`src/rtl/instruction_fetch.sv`:
```
// instruction_fetch: PC owner, instruction memory request driver and fetch FIFO toward decode.
module instruction_fetch #(
  parameter int ADDR_W = 64,
  parameter int DATA_W = 64,
  parameter int DEPTH = 4,
  parameter logic [ADDR_W-1:0] RESET_PC = '0,
  parameter logic [ADDR_W-1:0] PC_STEP = 1
) (
  input  logic              clk,
  input  logic              rst_n,
  input  logic              fetch_en,
  input  logic              redirect_valid,
  input  logic [ADDR_W-1:0] redirect_pc,
  output logic [ADDR_W-1:0] imem_address,
  output logic              imem_enable,
  output logic              imem_read,
  output logic [DATA_W-1:0] imem_data_in,
  input  logic [DATA_W-1:0] imem_data_out,
  output logic              inst_valid,
  input  logic              inst_ready,
  output logic [DATA_W-1:0] inst_data,
  output logic [ADDR_W-1:0] inst_pc
);
  localparam int AW = $clog2(DEPTH);
  localparam int CW = AW + 1;
  localparam logic [CW:0] DL = (CW+1)'(DEPTH);
  logic [ADDR_W-1:0] pc, inflight_pc;
  logic [CW-1:0] cnt;
  logic [AW-1:0] rd, wr;
  logic inflight, kill, issue, push, pop;
  logic [DATA_W-1:0] dq [DEPTH];
  logic [ADDR_W-1:0] pq [DEPTH];
  // credit counts registered occupancy plus the outstanding response only
  assign issue = rst_n & fetch_en & ~redirect_valid & (({1'b0, cnt} + {{CW{1'b0}}, inflight}) < DL);
  assign push = inflight & ~kill & ~redirect_valid;
  assign inst_valid = cnt != '0;
  assign pop = inst_valid & inst_ready;
  assign imem_address = pc;
  assign imem_enable = issue;
  assign imem_read = issue;
  assign imem_data_in = '0;
  assign inst_data = inst_valid ? dq[rd] : '0;
  assign inst_pc = inst_valid ? pq[rd] : '0;
  always_ff @(posedge clk) begin
    if (!rst_n) begin
      pc <= RESET_PC;
      inflight_pc <= '0;
      cnt <= '0;
      rd <= '0;
      wr <= '0;
      inflight <= 1'b0;
      kill <= 1'b0;
    end else begin
      inflight <= issue;
      kill <= redirect_valid & inflight;
      if (issue) begin
        pc <= pc + PC_STEP;
        inflight_pc <= pc;
      end
      if (redirect_valid) begin
        pc <= redirect_pc;
        cnt <= '0;
        rd <= '0;
        wr <= '0;
      end else begin
        if (push) wr <= wr + AW'(1);
        if (pop) rd <= rd + AW'(1);
        cnt <= cnt + CW'(push) - CW'(pop);
      end
    end
  end
  always_ff @(posedge clk) begin
    if (rst_n && push) begin
      dq[wr] <= imem_data_out;
      pq[wr] <= inflight_pc;
    end
  end
  assert property (@(posedge clk) disable iff (!rst_n) push |-> (cnt < CW'(DEPTH) || pop));
endmodule
```
`config.mk`:
```
export PLATFORM = sky130hd
export DESIGN_NAME = instruction_fetch
export DESIGN_NICKNAME = d
export VERILOG_FILES = /design/src/rtl/instruction_fetch.sv
export SDC_FILE = /design/constraint.sdc
export NUM_CORES = 1
export LEC_CHECK = 0
export BUFFER_PORTS_ARGS = -buffer_cell sky130_fd_sc_hd__buf_4
export CAP_MARGIN = 15
export CORE_UTILIZATION = 53
export CTS_BUF_LIST = sky130_fd_sc_hd__clkbuf_2
export CTS_CLUSTER_DIAMETER = 80
export CTS_CLUSTER_SIZE = 28
export DETAILED_ROUTE_END_ITERATION = 8
export GPL_TIMING_DRIVEN = 0
export PLACE_DENSITY_LB_ADDON = 0.05
export SYNTH_ARGS = -nofsm -noshare
export SYNTH_HDL_FRONTEND = slang
export SYNTH_SLANG_ARGS = --single-unit
```
`constraint.sdc`:
```
create_clock -name clk -period 5.2 [get_ports clk]
set_input_delay 0 -clock clk [delete_from_list [all_inputs] [get_ports clk]]
set_output_delay 0 -clock clk [all_outputs]
set_load 0.03 [all_outputs]
```
; ---- Word level (Yosys, flattened, before mapping)
; Memory sizes are Yosys's and may differ from the RTL's. A register that Yosys moved wholly into a read port is not among the register bits.
; Cells that the tools add are included.
[op_classes]
n_reduce_logical = 4
addsub = 6
bitwise = 10
n_lt_le_gt_ge = 1
muxes = 10
[op_table]
columns = op, count
row1 = 64-bit 2-to-1 mux, 4
row2 = 64-bit by 1-bit adder with 64-bit output (second input constant), 1
row3 = 2-bit 2-to-1 mux, 4
row4 = 1-bit AND, 7
row5 = 2-bit by 1-bit adder with 2-bit output (second input constant), 2
row6 = 3-bit by 1-bit adder with 4-bit output, 1
row7 = 4-bit by 3-bit < comparator with 1-bit output (second input constant), 1
row8 = 3-bit by 1-bit adder with 3-bit output, 1
row9 = 1-bit NOT, 3
row10 = 3-bit nonzero test, 1
row11 = 3-bit by 1-bit subtractor with 3-bit output, 1
row12 = 1-bit 2-to-1 mux, 2
row13 = 2-bit nonzero test, 1
row14 = 2-bit OR reduction, 1
row15 = 1-bit logical AND, 1
[word_totals]
n_memories = 2
register_bits = 137
ramBits = 512
elab_cells = 40
inputBits = 133
out_inout_bits = 259
[mem_list]
columns = memory, words, width, rd, rd_ports_with_merged_regs, wr, line_no
row1 = dq, 4, 64, 1, 1, 1, 31  ; logic [DATA_W-1:0] dq [DEPTH];
row2 = pq, 4, 64, 1, 1, 1, 32  ; logic [ADDR_W-1:0] pq [DEPTH];

; ---- Depth between registers and ports, before layout
; Gate-level depths: netlist of run 1.
[logic_depth]
word_depth = 6
depth_mapped = 11
depth_no_buf = 8

; ---- Worst setup path after synthesis of run 1
; No wires, ideal clock.
[synth_path]
path_type = reg2reg
start = reg inflight
end = mem dq[0][0] (enable)
arrival_ps = 3711
path_stages_with_launch = 4
required_time_ps = 4697
period_less_slack_ps = 4214
n_path_buf = 1
setup_ps = 503
path_slack_ps = 986
cell_sequence = dfxtp_1 nor2b_1 clkbuf_1 and3_1
[synth_via]
elab_chain_cells = 5
[synth_lines]
columns = element, line_no
row1 = start: declaration, 30  ; logic inflight, kill, issue, push, pop;
row2 = start signal: assignment, 54  ; inflight <= issue;
row3 = 1-bit AND (2 in series), 35  ; assign push = inflight & ~kill & ~redirect_valid;
row4 = 1-bit logical AND, 73  ; if (rst_n && push) begin
row5 = 1-bit 2-to-1 mux, 73
row6 = 1-bit 2-to-1 mux (implied by the code), 74  ; dq[wr] <= imem_data_out;
row7 = end: declaration, 31
; Every way passes these cells.

; ---- Worst setup path in the final report of run 1
[layout_path]
start = reg cnt[1]
end = out imem_read
[layout_via]
elab_chain_cells = 3
[layout_lines]
columns = element, line_no
row1 = start: declaration, 28  ; logic [CW-1:0] cnt;
row2 = start signal: assignment, 68  ; cnt <= cnt + CW'(push) - CW'(pop);
row3 = 3-bit by 1-bit adder with 4-bit output, 34  ; assign issue = rst_n & fetch_en & ~redirect_valid & (({1'b0, cnt} + {{CW{1'b0}}, inflight}) < DL);
row4 = 4-bit by 3-bit < comparator with 1-bit output, 34
row5 = 1-bit AND, 34
row6 = end: declaration, 16  ; output logic imem_read,
; Every way passes these cells.

==> results by stage, run 1 <==
Synthesis:
- Of the synthesized area, sequential elements account for 69.2%.
- The commonest register cell after synthesis is edfxtp_1.
- The number of enable flip-flop cells after synthesis is 512.
- The share of synthesized flip-flops with an asynchronous set or reset is 0%.
- The combinational family with the most area after synthesis is multiplexers.
- The adder-cell share of the synthesized area is 0.458%.
- The synthesized-area fraction occupied by ao, oa, aoi and oai cells is 4.55%.
- After technology mapping, the gate count stands at 1,704.
- The per-instance average area after synthesis is 15.4 µm².
- Yosys printed 0 warnings.
- The post-synthesis simple-gate area fraction is 9.73%.
- The synthesized netlist devotes 1.30% of its cell area to XOR and XNOR gates.
- The post-synthesis instance area is 26,200 µm².
- In this run, synthesis produced a sequential element count of 651.
- Synthesis instantiated 61 different standard cells from the library.
- The portion of netlist area occupied by mux cells is 11.0%.

Final layout:
- In the final design database the tool counted 2,692 nets.
- The most common cell after layout, fill and taps aside is edfxtp_1.
- The count of placed standard cells in the final layout, fillers left out is 3,243.
- Cells fill 70.8% of the core in the end.
- The ratio of cells with drive above 1 in the final layout is 23.8%.
- Relative to the synthesized area, the layout overhead comes to 31.9%.
- The top cell types in the final layout, fill and taps aside, are edfxtp_1 (512), dlygate4sd3_1 (416), buf_4 (393).

Global routing:
- The number of antenna violations at the first check in global routing is 4.
- The total overflow left after global routing is 0.
- The maximum number of pins on one net before global-route repair is 50.
- Global routing used 27.4% of the available tracks.
- The wire length of the first global-routing pass is 104 mm.
- The via count of the first global-routing pass is 17.8k.

Timing:
- The count of pins over their slew limit is 0.
- The final period utilization is 82.9%.
- The achievable frequency is 0.232 GHz.
- At the pin with the least slew margin, the transition time is 1.13 ns.
- The relative slew slack is 24.6%.
- The hold violation total from the final report is 0.
- The minimum hold slack is 0.106 ns.
- The time the worst path needs with I/O delays and setup is 4.31 ns.
- The post-route clock skew is 0.138 ns.
- Setup repair after global routing left no endpoint under its margin.
- The final-report setup violation count is 0.

Drt:
- The routed layout has 17.9k vias.
- The wire length per cell is 21.7 µm.
- The detailed-routing iteration count for the pre-antenna-repair pass is 5.
- After detailed routing, the number of remaining DRC violations is 0.
- The number of violations reported at the end of detailed-routing iteration 0 is 1,409.
- The final layout contains routed wiring with a total length of 70.3 mm.
- After detailed routing, the number of vias per cell comes to 5.51.
- The count of antenna-violating nets left after detailed routing is 0.

Setup path:
- STA classifies the critical path startpoint as a register.
- The depth of the worst register-to-register path is 10.
- The register-to-register setup slack is 1.05 ns.
- In this run the critical register-to-register path is launched from imem_address[0].
- By startpoint and endpoint, the worst setup path is classified as reg -> out.
- STA puts the critical path data required time at 5.20 ns.
- The worst setup path is captured at a primary output.
- For the worst setup path, the data arrival time is 4.31 ns.
- The worst-path maximum fanout is 11.
- The worst register-to-register path ends at imem_address[38].

Die:
- The vertical extent of the die is 224 µm.
- The total area inside the core boundary comes to 48,800 µm².
- 392 I/O pins were placed.
- The initialized floorplan defines 81 standard-cell rows.
- For this configuration, the core starts out at a cell density of 53.7%.
- The die is 224 µm wide.
- The die area is 50,400 µm².

Clock tree:
- The clock drives 651 sinks.
- No sink is reached through more buffers than the 3 on the longest clock path.
- In this run the number of H-tree levels came out at 1.
- The CTS buffer count is 31.
- The root buffer cell is clkbuf_2.
- The post-cts gate resize count is 0.
- TritonCTS built the clock tree.
- The number of setup buffers added after CTS is 0.
- Clock-pin slew was measured on the worst setup and hold paths at 0.53 ns.
- For the worst-skew pair, the clock arrives at the later sink with an insertion delay of 1.27 ns.
- The cts-stage hold buffer count is 415.

Placed design:
- The post-detailed-placement half-perimeter wirelength is 44.1 mm.
- The number of placed cells counting well taps is 2,765.
- The global placer's final weighted congestion is 0.905.
- In this run the tool buffered the top-level ports with 326 buffer cells.

Worst hold path:
- The tightest min-delay check is of the in -> reg type.
- The number of instances on the worst hold path is 3.
- The worst hold path startpoint is imem_data_out[24].
- The worst hold path terminates at dq[1][24].

Power and ir drop:
- Dividing total power by cell area gives a power density of 251 nW/µm².
- IR analysis of the VDD net gives a maximum drop of 223 µV.
- The leakage power figure is 0.0124 µW.

Run status:
- The run finished with clean final reports.

Job:
- Across the run, the number of max-cap violations was 0.
[worst max-delay path, cell delays in order (launching register included)]
cell and delay, ns:
dfxtp_1 0.46, ha_1 0.22, o32ai_1 0.58, nand2_2 0.32, inv_1 0.25, buf_2 0.40, buf_1 0.46, buf_4 0.19
buf_4 0.15
[how the worst max path moves through the flow]
stage                               start               end
after detailed placement  imem_address[0]  imem_address[36]
final                              cnt[1]         imem_read
after floorplan                  inflight          dq[0][0]
after global placement     redirect_valid         dq[1][41]
after global routing               cnt[1]         imem_read
after CTS                        register       inst_pc[41]
[metrics by stage]
stage          worst slack (ns)  power [µW]  instance area [µm²]  setup TNS (ns)
2_1_floorplan             0.986        6190                26500               0
3_3_place_gp              -2.01        6500                29700        -1015.97
3_5_place_dp               2.15        6510                30000               0
4_1_cts                   0.798        8700                34600               0
5_1_grt                   0.613        8950                34600               0
6_report                  0.891        8700                34600               0
[cell usage after synthesis (4+ instances only)]
| master | count | area, µm² |
|---|---|---|
| a22oi_1 | 4 | 30.0 |
| nand3_1 | 35 | 175 |
| xor2_1 | 17 | 149 |
| a32oi_1 | 4 | 35.0 |
| nor4_1 | 8 | 50.1 |
| o21ai_0 | 40 | 200 |
| o311ai_0 | 4 | 35.0 |
| nor3_1 | 16 | 80.1 |
| buf_4 | 67 | 503 |
| dfxtp_1 | 139 | 2780 |
| edfxtp_1 | 512 | 15400 |
| buf_1 | 22 | 82.6 |
| mux4_2 | 128 | 2880 |
| nand2_1 | 170 | 638 |
| clkbuf_1 | 63 | 236 |
| buf_2 | 5 | 25.0 |
| xnor2_1 | 22 | 193 |
| nor2_1 | 42 | 158 |
| and3_1 | 13 | 81.3 |
| inv_1 | 14 | 52.6 |
| nand4_1 | 27 | 169 |
| o22ai_1 | 8 | 50.1 |
| or3_1 | 7 | 43.8 |
| and4_1 | 6 | 52.6 |
| o21a_1 | 4 | 30.0 |
| ha_1 | 8 | 100 |
| a31oi_1 | 13 | 81.3 |
| a21oi_1 | 112 | 561 |
| and2_1 | 143 | 895 |
[per-layer routing]
layer | up-vias | GRT usage (%) | routed length, µm
li1 | 8020 | - | -
met1 | 8897 | 36.5 | 27500
met2 | 811 | 45.7 | 34600
met3 | 149 | 4.85 | 5850
met4 | 2 | 9.50 | 2300
met5 | - | 0 | 12
[state kept, by name, summed over array words and instances (netlist names), named ones only]
register / count
dq: 256
pq: 256
imem_address: 64
inflight_pc: 64
cnt: 3
rd: 2
wr: 2
inflight: 1
kill: 1
[area by class of cell]
class                           instances  area, µm²
Timing Repair Buffer                  750       6830
Tap cell                              664        831
Inverter                               15       56.3
Multi-Input combinational cell        939       7360
Fill cell                            3381      14300
Buffer                                162        903
Sequential cell                       651      18200
Clock buffer                           38        190
Clock inverter                         20        244
Antenna cell                            4       10.0
[power breakdown]
part	switching (µW)	leakage, µW	internal, µW
Combinational	488	0.00634	468
Sequential	91.1	0.00579	5650
Clock	1580	0.000286	426
Total	2160	0.0124	6540
[cell families (layout without fill, tap and decap cells)]
logic type,count (synthesis),in the layout
and+or+nand+nor,489,489
other,1,68
DFF,651,651
xor gates and xnor gates,39,39
adders and majority gates,9,9
muxes,129,129
buffers and inverters,177,985
AOI/OAI and AO/OA,209,209
No activity file was read; power rests on OpenSTA's default activity.
==> inputs of run 2 (changes only) <==
==> constraint.sdc (replaced) <==
create_clock -name clk -period 3.9 [get_ports clk]
set_input_delay 0 -clock clk [delete_from_list [all_inputs] [get_ports clk]]
set_output_delay 0 -clock clk [all_outputs]
set_load 0.03 [all_outputs]
==> results by stage, run 2 (synthesized netlist as in run 1, its figures left out) <==
Run status:
- The flow ran to the end, and the final reports show no timing, DRC or antenna violations.

Timing:
- The pin slew with the least headroom to its limit is 1.03 ns (-0.105 ns).
- The relative slew slack came to 31.6% (+7.0 points).
- The minimum hold slack is 0.137 ns (+0.0318 ns).
- The post-route clock skew is 0.0728 ns (-0.0656 ns).
- The hold violation total from the final report is 0 (unchanged).
- The setup TNS came to 0 ns (unchanged).
- The time the worst path needs with I/O delays and setup is 3.82 ns.
- Based on the critical path, the design can be clocked at up to 0.262 GHz.
- The final period utilization is 98.0%.
- The final-report setup violation count was 0 (unchanged).
- The count of pins over their slew limit is 0 (unchanged).

Final layout:
- The area growth from synthesis to layout is 30.6%.
- The combined flip-flop and latch cell area is 18,200 µm² (unchanged).
- The ratio of cells with drive above 1 in the final layout was 24.8% (+1.1 points).
- The most common cell after layout, fill and taps aside is edfxtp_1.
- The multi-input logic area was 7370 µm² (+0.17%).
- The fill cell total of the finished layout is 3,429 (+1.4%).
- The top cell types in the final layout, fill and taps aside, are edfxtp_1 (512), buf_4 (399), dlygate4sd3_1 (376).
- The largest registers in the layout are dq: 256 flops, pq: 256 flops.
- The number of nets in the layout is 2,662 (-1.1%).

Setup path:
- The most numerous cell type found on the critical path is dlygate4sd3_1.
- The worst-path maximum fanout came to 10 (-1).
- The worst register-to-register path begins at imem_address[1].
- The biggest cell delay along the critical path came to 0.71 ns (+0.13 ns).
- The element type at the critical path end is a register.
- The depth of the worst register-to-register path was 10 (unchanged).
- The cell family with the largest share of critical-path delay is buffers and inverters.
- The worst path required time was 5.04 ns (-0.16 ns).
- The number of buffers and inverters on the critical path was 4 (-1).
- The path length in cells of the critical path came to 10 (+2).
- The arrival time of the worst setup path is 4.96 ns (+0.65 ns).
- The critical path starts at imem_address[1].
- Traced cell by cell, the critical path runs through ha_1 -> nand3_1 -> or3_1 -> buf_2 -> nor4_4 -> buf_4 -> a32oi_1 -> dlygate4sd3_1 -> a21oi_1 -> dlygate4sd3_1.
- The worst setup path is launched from a register.
- The cell with the largest stage delay on the worst path is dfxtp_1.
- The type of the worst setup path is reg -> reg.

Global routing:
- The final global-route overflow total is 0 (unchanged).
- The wire length of the first global-routing pass came to 103 mm (-0.37%).
- The via count of the first global-routing pass is 17.4k (-2.3%).
- met2 is the most crowded layer.
- The maximum number of pins on one net before global-route repair is 54 (+8.0%).
- The global-route usage over all layers is 27.5% (+0.10 points).
- The number of antenna violations at the first check in global routing is 4 (unchanged).
- The routing usage on met2 is 45.7% (+0.080 points).
- The routing usage on met1 is 37.4% (+0.90 points).
- The met3 track utilization from global routing is 5.53% (+0.68 points).

Clock tree:
- The root buffer cell is clkbuf_2.
- The maximum count of clock buffers along a single path is 3 (unchanged).
- TritonCTS built the clock tree.
- The maximum level of the CTS H-tree is 2 (+1).
- The clock-pin slew reported for the worst setup and hold paths after clock tree synthesis was 0.47 ns (-0.06 ns).
- The CTS buffer count came to 34 (+9.7%).
- The insertion delay of the later-clocked pin in the worst-skew pair is 1.15 ns (-0.12 ns).
- The clock net sink count is 651 (unchanged).

Power and ir drop:
- The sequential fraction of design power is 66.6% (+0.6 points).
- The net switching power figure is 2890 µW (+34%).
- The leakage power figure came to 0.0123 µW (-0.87%).
- The combinational power share is 10.8% (-0.2 points).
- The worst IR drop on VDD is 263 µV (+18%).
- The share of total power in the clock network is 22.6% (-0.4 points).
- The switching share of power is 25.2% (+0.40 points).
- The internal power consumption is 8590 µW (+31%).
- The areal power density over the cells is 335 nW/µm² (+33%).

Drt:
- The detailed-routing iteration count for the pre-antenna-repair pass is 5 (unchanged).
- The total routed wirelength is 69.6 mm (-0.90%).
- The wire length per cell is 21.7 µm (about the same).
- The count of antenna-violating nets left after detailed routing is 0 (unchanged).
- The number of violations reported at the end of detailed-routing iteration 0 was 1,467 (+4.1%).
- The residual DRC count is 0 (unchanged).
- The number of vias after detailed routing is 17.7k (-1.1%).
- The number of vias per cell after detailed routing is 5.51 (-0.10%).

Worst hold path:
- The number of instances on the worst hold path is 3 (unchanged).
- The startpoint identified for the worst hold timing path is imem_data_out[18].
- The path class of the lowest-slack min-delay path is in -> reg.

Placed design:
- The global placer's final weighted congestion is 0.886 (-2.2%).
- The post-detailed-placement half-perimeter wirelength was 44.4 mm (+0.84%).
- The number of buffers added on ports was 326 (unchanged).

Die:
- The placement row count is 81 (unchanged).
- The initial core utilization is 53.7% (unchanged).
- The standard cell core area is 48,800 µm² (unchanged).
- The die area is 50,400 µm² (unchanged).
- The vertical extent of the die was 224 µm (unchanged).
- The number of top-level design ports is 392 (unchanged).
- The horizontal extent of the die came to 224 µm (unchanged).

Job:
- The reported max-cap violation count was 0 (unchanged).
run 2: changes by cell type in the layout (fill, tap and decap cells not counted), sizes merged:
| cell | change |
|---|---|
| diode | -1 |
| clkinv | +5 |
| dlygate4sd3 | -40 |
| clkbuf | +9 |
| inv | -4 |
| clkdlybuf4s15 | +3 |
| bufinv | -2 |
| buf | -1 |
run 2: worst paths after layout:
path / slack [ns] / endpoint
setup / recovery: 0.08 / imem_address[38]
hold / removal: 0.14 / dq[1][18]
setup reg to reg: 0.08 / imem_address[38]
hold reg to reg: 0.50 / inflight_pc[57]
run 2: routing by layer:
layer,share of wire [%],routed length (µm)
met1,41,28200
met2,50,34500
met3,7.6,5280
met4,2.3,1640
met5,0.032,22
run 2: worst register-to-register path, delay by kind of cell (launching register included):
kind,cells,cell delay (ns)
adder cells (fa/ha/maj),1,0.40
AND/OR/NAND/NOR,3,0.87
flip-flops,1,0.71
AO/OA/AOI/OAI,2,0.27
buffers and inverters,4,1.63
run 2: cell type report:
type | count | area share [%]
tap | 664 | 2.43
clock buffer | 42 | 0.614
sequential | 651 | 53.0
multi-input combinational | 939 | 21.5
inverter | 15 | 0.164
buffer | 161 | 2.72
antenna | 3 | 0.0219
timing repair buffer | 718 | 19.0
clock inverter | 19 | 0.555
run 2: repair_timing:
action	4_1_cts	5_1_grt
endpoints found under the hold margin	399	0
resized for setup	2	20
gates cloned	0	0
hold buffers	376	0
pin swaps	0	3
setup endpoints to repair	102	50
setup buffers	0	7
run 2: power groups by stage:
stage	sequential (µW)	combinational, µW	clock [µW]
finish	7650	1240	2590
global route	7660	1300	2870
CTS	7640	1210	2660
detailed placement	7780	906	0
global placement	7770	891	0
floorplan	7810	440	0
run 2: metrics by stage:
step,cell area (µm²),util (%),power (µW),cells,setup WS (ns)
final,34300,70.1,11500,3212,0.0794
after CTS,34100,69.9,11500,3202,0.0422
after global placement,29700,60.9,8660,2757,-0.608
after global routing,34300,70.1,11800,3211,-0.00558
after detailed placement,30000,61.4,8680,2766,0.912
after floorplan,26500,-,8250,1767,1.14
